## config.mk

```make
export PLATFORM = sky130hd
export DESIGN_NAME = temp_servo_pwm
export DESIGN_NICKNAME = d
export VERILOG_FILES = /design/src/rtl/temp_servo_pkg.sv /design/src/rtl/temp_servo_duty_clamp.sv /design/src/rtl/temp_servo_pwm.sv
export SDC_FILE = /design/constraint.sdc
export NUM_CORES = 1
export LEC_CHECK = 0
export CORE_MARGIN = 3
export CORE_UTILIZATION = 60
export CTS_CLUSTER_SIZE = 10
export DETAILED_ROUTE_END_ITERATION = 12
export MAX_ROUTING_LAYER = met4
export PLACE_DENSITY = 0.87
export REMOVE_ABC_BUFFERS = 1
export SLEW_MARGIN = 10
export SYNTH_ARGS = -nofsm -noshare
export SYNTH_HDL_FRONTEND = slang
export SYNTH_SLANG_ARGS = --single-unit
export TNS_END_PERCENT = 20
```

## constraint.sdc

```tcl
create_clock -name clk -period 3.3 [get_ports clk]
set_input_delay 0.495 -clock clk [delete_from_list [all_inputs] [get_ports clk]]
set_output_delay 0.495 -clock clk [all_outputs]
set_load 0.05 [all_outputs]
```

## src/rtl/temp_servo_pkg.sv

```systemverilog
// Shared definitions for the temperature servo blocks.
//   state_e   : PWM stage FSM encoding
//   DUTY_FULL : full-scale duty count, shared with the startup ramp
package temp_servo_pkg;

  typedef enum logic [1:0] {
    ST_OFF  = 2'd0,
    ST_LOAD = 2'd1,
    ST_RUN  = 2'd2
  } state_e;

  localparam int DUTY_FULL = 100000;

endpackage

```

## src/rtl/temp_servo_duty_clamp.sv

```systemverilog
// Duty request stage: optional PID add, clamp to [0, PERIOD], minimum-pulse
// shaping, one register stage.
//   clk, rst_n      : clock, async active-low reset
//   pid_en_i        : add pid_i to prst_i when high
//   prst_i, pid_i   : signed preset and correction
//   req_o           : shaped duty request (registered)
//   sat_hi_o/lo_o   : request was clamped to PERIOD / to 0 (registered)
module temp_servo_duty_clamp
  import temp_servo_pkg::*;
#(
  parameter int SIGSIZE  = 18,
  parameter int PERIOD   = DUTY_FULL,
  parameter int MINPULSE = 100
) (
  input  logic               clk,
  input  logic               rst_n,
  input  logic               pid_en_i,
  input  logic [SIGSIZE-1:0] prst_i,
  input  logic [SIGSIZE-1:0] pid_i,
  output logic [SIGSIZE-1:0] req_o,
  output logic               sat_hi_o,
  output logic               sat_lo_o
);

  localparam logic signed [SIGSIZE:0] ZERO_S = '0;
  localparam logic signed [SIGSIZE:0] PER_S  = (SIGSIZE+1)'(PERIOD);
  localparam logic signed [SIGSIZE:0] MIN_S  = (SIGSIZE+1)'(MINPULSE);
  localparam logic signed [SIGSIZE:0] TOP_S  = (SIGSIZE+1)'(PERIOD - MINPULSE);

  logic signed [SIGSIZE:0] sum;
  logic signed [SIGSIZE:0] clamped;
  logic signed [SIGSIZE:0] shaped;
  logic [SIGSIZE-1:0]      req_d, req_q;
  logic                    sat_hi_d, sat_hi_q;
  logic                    sat_lo_d, sat_lo_q;

  // One extra bit of headroom means the add can never wrap.
  always_comb begin
    sum = $signed({prst_i[SIGSIZE-1], prst_i});
    if (pid_en_i) sum = sum + $signed({pid_i[SIGSIZE-1], pid_i});

    sat_lo_d = sum[SIGSIZE];
    sat_hi_d = !sat_lo_d && (sum > PER_S);

    if (sat_lo_d)      clamped = ZERO_S;
    else if (sat_hi_d) clamped = PER_S;
    else               clamped = sum;

    // Pulses shorter than MINPULSE (high or low) are squeezed out.
    shaped = clamped;
    if ((clamped > ZERO_S) && (clamped < MIN_S))      shaped = ZERO_S;
    else if ((clamped > TOP_S) && (clamped < PER_S))  shaped = PER_S;

    req_d = shaped[SIGSIZE-1:0];
  end

  always_ff @(posedge clk or negedge rst_n) begin
    if (!rst_n) begin
      req_q    <= '0;
      sat_hi_q <= 1'b0;
      sat_lo_q <= 1'b0;
    end else begin
      req_q    <= req_d;
      sat_hi_q <= sat_hi_d;
      sat_lo_q <= sat_lo_d;
    end
  end

  assign req_o    = req_q;
  assign sat_hi_o = sat_hi_q;
  assign sat_lo_o = sat_lo_q;

endmodule

```

## src/rtl/temp_servo_pwm.sv

```systemverilog
// Heater PWM output stage. Duty requests are double-buffered into a shadow
// register that only updates at period boundaries, so pwm is glitch-free.
//   clk, rst_n     : clock, async active-low reset
//   on             : servo enable; low forces OFF immediately on next edge
//   PID_EN         : add pid_out to prst
//   prst, pid_out  : signed preset / correction
//   pwm            : heater drive
//   duty_applied   : shadow duty in use this period
//   period_strobe  : high in the cycle cnt == 0 while running
//   sat_hi, sat_lo : request clamp flags
//
// state   | meaning
// --------+---------------------------------------------------
// ST_OFF  | idle, cnt/shadow/pwm held at 0, wait for on
// ST_LOAD | one cycle: load shadow from req, clear cnt
// ST_RUN  | count 0..PERIOD-1, reload shadow at each wrap
module temp_servo_pwm
  import temp_servo_pkg::*;
#(
  parameter int SIGSIZE  = 18,
  parameter int PERIOD   = DUTY_FULL,
  parameter int MINPULSE = 100,
  parameter int CNTW     = $clog2(PERIOD)
) (
  input  logic               clk,
  input  logic               rst_n,
  input  logic               on,
  input  logic               PID_EN,
  input  logic [SIGSIZE-1:0] prst,
  input  logic [SIGSIZE-1:0] pid_out,
  output logic               pwm,
  output logic [SIGSIZE-1:0] duty_applied,
  output logic               period_strobe,
  output logic               sat_hi,
  output logic               sat_lo
);

  localparam logic [CNTW-1:0] CNT_LAST = CNTW'(PERIOD - 1);

  state_e             state_q;
  logic [CNTW-1:0]    cnt_q;
  logic [SIGSIZE-1:0] shadow_q;
  logic [SIGSIZE-1:0] req;
  logic               pwm_q;
  logic               strobe_q;

  temp_servo_duty_clamp #(
    .SIGSIZE  (SIGSIZE),
    .PERIOD   (PERIOD),
    .MINPULSE (MINPULSE)
  ) u_clamp (
    .clk      (clk),
    .rst_n    (rst_n),
    .pid_en_i (PID_EN),
    .prst_i   (prst),
    .pid_i    (pid_out),
    .req_o    (req),
    .sat_hi_o (sat_hi),
    .sat_lo_o (sat_lo)
  );

  always_ff @(posedge clk or negedge rst_n) begin
    if (!rst_n) begin
      state_q  <= ST_OFF;
      cnt_q    <= '0;
      shadow_q <= '0;
      pwm_q    <= 1'b0;
      strobe_q <= 1'b0;
    end else if (!on) begin
      // Safety: abandon the current pulse, wrap reload is also suppressed.
      state_q  <= ST_OFF;
      cnt_q    <= '0;
      shadow_q <= '0;
      pwm_q    <= 1'b0;
      strobe_q <= 1'b0;
    end else begin
      case (state_q)
        ST_OFF: begin
          state_q  <= ST_LOAD;
          cnt_q    <= '0;
          shadow_q <= '0;
          pwm_q    <= 1'b0;
          strobe_q <= 1'b0;
        end
        ST_LOAD: begin
          state_q  <= ST_RUN;
          cnt_q    <= '0;
          shadow_q <= req;
          pwm_q    <= 1'b0;
          strobe_q <= 1'b1;
        end
        ST_RUN: begin
          // Compare uses the current cnt/shadow pair, so the last clock of a
          // full-duty period stays high across the wrap.
          pwm_q <= (SIGSIZE'(cnt_q) < shadow_q);
          if (cnt_q == CNT_LAST) begin
            cnt_q    <= '0;
            shadow_q <= req;
            strobe_q <= 1'b1;
          end else begin
            cnt_q    <= cnt_q + 1'b1;
            strobe_q <= 1'b0;
          end
        end
        default: begin
          state_q  <= ST_OFF;
          cnt_q    <= '0;
          shadow_q <= '0;
          pwm_q    <= 1'b0;
          strobe_q <= 1'b0;
        end
      endcase
    end
  end

  assign pwm           = pwm_q;
  assign duty_applied  = shadow_q;
  assign period_strobe = strobe_q;

endmodule

```

* Yosys cells after proc, flatten, opt, wreduce, memory -nomap -nowiden
Index checks and enable logic that the tools add are counted.
Storage, ports and cells: register bits 59, input bits 40
Operators by class: add/subtract/negate cells 2, magnitude comparators 6, eq/ne operators 5, muxes and demuxes 18, reductions and logical operators 5
Operators by type and width (number):
- $mux 18 | 6
- $mux 17 | 3
- $pmux 18 s2 | 1
- $add 18x18->19 | 1
- $gt 19x18->1 const B | 1
- $mux 19 | 1
- $gt 18x1->1 const B | 1
- $gt 18x17->1 const B | 1
- $lt 17x18->1 | 1
- $lt 18x17->1 const B | 1
- $lt 18x7->1 const B | 1
- $add 17x1->17 const B | 1
- $eq 17x17->1 const B | 1
- $pmux 2 s3 | 1
- $mux 1 | 4
- $logic_and 1x1->1 | 3
- $ne 3x3->1 const B | 1
- $eq 2x1->1 const B | 1
- $eq 2x2->1 const B | 1
- $logic_not 2->1 | 1
- $mux 2 | 1
- $ne 2x2->1 const B | 1
- $pmux 1 s2 | 1
- $logic_not 1->1 | 1

* Longest topological paths before layout
Gate-level depths: netlist (run 1).
depth in word-level cells 10, mapped depth 12, mapped depth without buffers 11

* By module
Synthesis (run 1) repeated with hierarchy kept, for this count alone.
Second synthesis, totals: cell total of the unflattened synthesis 493, area total of the unflattened synthesis 4262.8 sq um
Modules (own cells, without submodules):
- temp_servo_pwm | instances 1, cells an instance 233, area each 2144.6 sq um, seq. area each 975.9 sq um
- temp_servo_duty_clamp | instances 1, cells an instance 260, area each 2118.3 sq um, seq. area each 500.5 sq um

* Worst setup path before layout (run 1)
OpenSTA, ideal clock, no wires.
path type input-to-reg, start point input port prst[0], end point register u_clamp.req_q[4] (netlist: u_clamp.req_o[4]), arrival time 2844 ps, path slack 317 ps, cell stages on the path 11, buffers on the path 0, cell sequence ha_1 > fa_1 > a211oi_2 > o21ai_1 > a211oi_2 > a21boi_0 > o221a_1 > nor2_1 > nand3b_1 > a21oi_4 > a211oi_2
Between the ends: cells in the longest elaborated chain, start to end 10
RTL lines:
- start: declaration | line temp_servo_pwm.sv:29 | input logic [SIGSIZE-1:0] prst,
- $add 18x18->19 | line temp_servo_duty_clamp.sv:40 | if (pid_en_i) sum = sum + $signed({pid_i[SIGSIZE-1], pid_i});
- $mux 19 * | line temp_servo_duty_clamp.sv:40
- $gt 19x18->1 or $logic_not 1->1 (tied branches) | line temp_servo_duty_clamp.sv:43 | sat_hi_d = !sat_lo_d && (sum > PER_S);
- $logic_and 1x1->1 | line temp_servo_duty_clamp.sv:43
- $mux 18 | line temp_servo_duty_clamp.sv:46 | else if (sat_hi_d) clamped = PER_S;
- $mux 18 * | line temp_servo_duty_clamp.sv:45 | if (sat_lo_d) clamped = ZERO_S;
- $gt 18x17->1 or $lt 18x17->1 (tied branches) | line temp_servo_duty_clamp.sv:52 | else if ((clamped > TOP_S) && (clamped < PER_S)) shaped = PER_S;
- $logic_and 1x1->1 | line temp_servo_duty_clamp.sv:52
- $mux 18 | line temp_servo_duty_clamp.sv:52
- $mux 18 * | line temp_servo_duty_clamp.sv:51 | if ((clamped > ZERO_S) && (clamped < MIN_S)) shaped = ZERO_S;
- named net u_clamp.shaped[4] | line temp_servo_duty_clamp.sv:32 | logic signed [SIGSIZE:0] shaped;
- end signal: assignment | line temp_servo_duty_clamp.sv:63 | req_q <= req_d;
- end: declaration | line temp_servo_duty_clamp.sv:33 | logic [SIGSIZE-1:0] req_d, req_q;
The timed path passes the listed nets; every way through them passes the cells marked *. A chain may end at the register's enable or synchronous reset.

* Worst setup path after layout (run 1)
start point input port prst[4], end point register u_clamp.req_q[4] (netlist: u_clamp.req_o[4])
The elaborated chain is that of the path after synthesis.

==> results of run 1 <==
[through the flow]
stage                     power (mW)  hold WS, ns  setup TNS [ns]  area, sq um
after floorplan                 1.28        0.199               0         4160
after global placement          1.58        0.445           -3.05         5430
after detailed placement        1.62        0.452           -5.08         5430
after CTS                       2.26        0.219               0         5670
after global routing            2.39        0.245         -0.0523         5720
final                           2.28        0.210               0         5720
[cell type report]
type,instances,area share
Inverter,23,0.0151
Timing Repair Buffer,134,0.205
Multi-Input combinational cell,385,0.468
Clock buffer,15,0.0326
Tap cell,93,0.0203
Sequential cell,59,0.258
Clock inverter,1,0.000875
[path summary, 6_finish.rpt]
| check | startpoint | depth (start not counted) | to |
|---|---|---|---|
| min reg2reg | u_clamp.req_o[0] | 2 | duty_applied[0] |
| min | rst_n | 1 | cnt_q[2] |
| max in group asynchronous | rst_n | 2 | duty_applied[11] |
| min in group clk | u_clamp.req_o[0] | 2 | duty_applied[0] |
| max | prst[4] | 11 | u_clamp.req_o[4] |
| max reg2reg | cnt_q[14] | 6 | duty_applied[10] |
[cell usage in the layout, fill, tap and decap left out, drive strengths merged, types with 2 or more instances in the layout]
master / count
a21o: 9
a21oi: 36
nor2: 52
clkbuf: 15
o21a: 4
a311oi: 2
a211oi: 10
nand3: 35
nor3: 14
o2bb2ai: 2
dfrtp: 59
a211o: 2
inv: 23
clkdlybuf4s50: 58
or2: 2
and4: 4
buf: 74
ha: 38
nand2b: 8
and2: 6
and3: 5
nand3b: 4
nor4b: 2
o21ai: 30
xor2: 12
nor3b: 2
nor2b: 6
mux2i: 7
dlymetal6s2s: 2
o211ai: 5
a21boi: 3
nand2: 38
a221oi: 3
a31oi: 3
or3: 4
xnor2: 6
nand4: 10
o221ai: 3
mux2: 2
[kinds of logic (layout without fill, tap and decap cells)]
kind of cell / Yosys count / count (layout) / synth area share
AND/OR/NAND/NOR: 194 / 194 / 0.232
other: 1 / 1 / 0.000886
adder cells (fa/ha/maj): 39 / 39 / 0.117
buffers and inverters: 38 / 173 / 0.0367
multiplexers: 9 / 9 / 0.0219
AO/OA/AOI/OAI: 123 / 124 / 0.205
XOR/XNOR: 18 / 18 / 0.0372
flip-flops: 59 / 59 / 0.349
[registers in the layout (all words and copies together) (netlist names)]
| register | cells |
|---|---|
| cnt_q | 17 |
| duty_applied | 18 |
| period_strobe | 1 |
| pwm | 1 |
| state_q | 2 |
| u_clamp.req_o | 18 |
| u_clamp.sat_hi_o | 1 |
| u_clamp.sat_lo_o | 1 |
[timing repair]
item,in CTS,in global routing
pin swaps,4,13
gates cloned,1,0
setup buffers,2,0
hold endpoints to repair,0,0
endpoints found under the setup margin,5,18
resized for setup,4,12
[report_power, final]
part | switching, mW | leakage, nW | total [mW] | internal (mW)
clock | 0.265 | 0.0997 | 0.619 | 0.354
combinational | 0.473 | 1.62 | 0.841 | 0.367
sequential | 0.0285 | 0.793 | 0.817 | 0.788
[critical path, stage by stage]
cell and delay (ns):
clkdlybuf4s50_1 0.42, ha_1 0.37, and2_4 0.18, a221oi_4 0.27
a211oi_2 0.17, or2_1 0.28, a311oi_2 0.29, nand4_1 0.18
o211ai_2 0.32, o221ai_4 0.22, a211oi_2 0.23
[routing by layer]
| layer | GRT usage | vias up | share of wire |
|---|---|---|---|
| li1 | - | 2013 | - |
| met1 | 0.332 | 2049 | 0.39 |
| met5 | - | - | 0 |
| met4 | 0.147 | 0 | 0.037 |
| met2 | 0.539 | 185 | 0.53 |
| met3 | 0.0434 | 44 | 0.049 |
==> impl_summary.log, run 1 <==
INFO  metric outcome = finished clean
INFO  metric worstPathMaxFanout = 6
INFO  metric root_buffer_master = clkbuf_8
INFO  metric grt-ovfl-total = 0
INFO  metric critPathKind = in2reg
INFO  metric first_global_vias = 4289
INFO  metric bufs_on_longest_clock_path = 2
INFO  metric place_ws = -0.382 ns
INFO  metric syn_area_per_cell = 8.80 sq um
INFO  metric cts.htree.levels = 3
INFO  metric number_of_remaining_drc_errors = 0
INFO  metric drt-wirelength-per-cell = 16.8 microns
INFO  metric crit_arrival = 3.42 ns
INFO  metric min_period_over_period = 0.964
INFO  metric num_antenna_cells = 0
INFO  metric drt_wl_total = 11900 microns
INFO  metric synth.area.top_cells = dfrtp_1, ha_1, nor2_1, nand3_1, a21oi_1
INFO  metric core_area = 0.00660 sq mm
INFO  metric buffer_ports.inserted = 61
INFO  metric layout-area-overhead-vs-synth = 35.2%
INFO  metric multi_input_area = 0.00268 sq mm
INFO  metric worst_setup_path_end_kind = register
INFO  metric yosys.cell_count.top_type = dfrtp_1
INFO  metric slew_headroom = 0.515
INFO  metric synthFlopType = dfrtp_1
INFO  metric detail_route.iter0.violations = 328
INFO  metric async_flop_share = 1.00
INFO  metric nets = 691
INFO  metric drt-vias-per-instance = 6.04
INFO  metric netlist.top_cell.by_area = dfrtp_1
INFO  metric die_area = 0.00810 sq mm
INFO  metric fmaxAchievable = 314 MHz
INFO  metric number_of_synthesized_register_bits = 59
INFO  metric grt_antenna_before_repair = 0
INFO  metric initial_core_util = 0.641
INFO  metric finalNonFillerCells = 710
INFO  metric drive_gt1_frac = 0.198
INFO  metric register_to_register_setup_slack = 0.82 ns
INFO  metric fin_worst_skew = 0.00991 ns
INFO  metric netlist-cell-type-count = 67
INFO  metric cts_made_buffers = 9
INFO  metric clk_pin_slew_worst_paths = 0.07 ns
INFO  metric yosysSeqAreaShare = 0.349
INFO  metric clock_sink_total = 59
INFO  metric die_height = 90.0 microns
INFO  metric tritoncts_clock_tree = done
INFO  metric worst_skew_pair.late_latency = 0.34 ns
INFO  metric num_io_pins = 62
INFO  metric power_density_of_the_placed_cells = 398 mW/mm^2
INFO  metric final_max_tran_viols = 0
INFO  metric synth_cells = 481
INFO  metric final_core_occ = 0.866
INFO  metric tightest_slew = 0.727 ns
INFO  metric hold_buffers = 0
INFO  metric synth_top_cells_by_count = dfrtp_1, nor2_1, ha_1, nand2_1, nand3_1
INFO  metric placementRows = 29
INFO  metric antenna_violating_nets_post_route = 0
INFO  metric fin_crit = 3.18 ns
INFO  metric detailedPlacementHpwl = 8800 microns
INFO  metric floorplan.die.width = 90.0 microns
INFO  metric seq_area = 0.00148 sq mm
INFO  metric critPathLaunchType = primary input
INFO  metric maxCapViolations = 0
INFO  metric post-route-worst-setup-slack = 0.119 ns
INFO  metric synthesis.yosys.warnings = 0
INFO  metric grt_start_max_net_pins = 37
INFO  metric grt.total_usage = 0.302
INFO  metric num-fill-cells = 373
INFO  metric worst_ep_required_time = 3.54 ns
INFO  metric grt_pass1_wl = 19600 microns
INFO  metric synth_enable_flop_cells = 0
INFO  metric worstHoldPathType = in2async
INFO  metric cellLeakagePower = 2.51 nW
INFO  metric yosysTopAreaCellShare = 0.349
INFO  metric globalplace.congestion = 0.946
INFO  metric post_synth_instance_area = 0.00423 sq mm
INFO  metric drt_first_pass_iters = 5
INFO  metric final-hold-violation-count = 0
INFO  metric vdd_ir_drop_max = 0.200 mV
INFO  metric finalSetupViolCount = 0
INFO  metric place.detailed.instances = 691
INFO  metric vias = 4291
No activity file was read; power rests on OpenSTA's default activity.
==> run 2: changes to the inputs <==
--- a/config.mk
+++ b/config.mk
@@ -5,6 +5,7 @@
 export SDC_FILE = /design/constraint.sdc
 export NUM_CORES = 1
 export LEC_CHECK = 0
+export ABC_CLOCK_PERIOD_IN_PS = 3300
 export CORE_MARGIN = 3
 export CORE_UTILIZATION = 60
 export CTS_CLUSTER_SIZE = 10
==> results of run 2 <==
The final DEF is identical to that of run 1; final timing and power are the same.
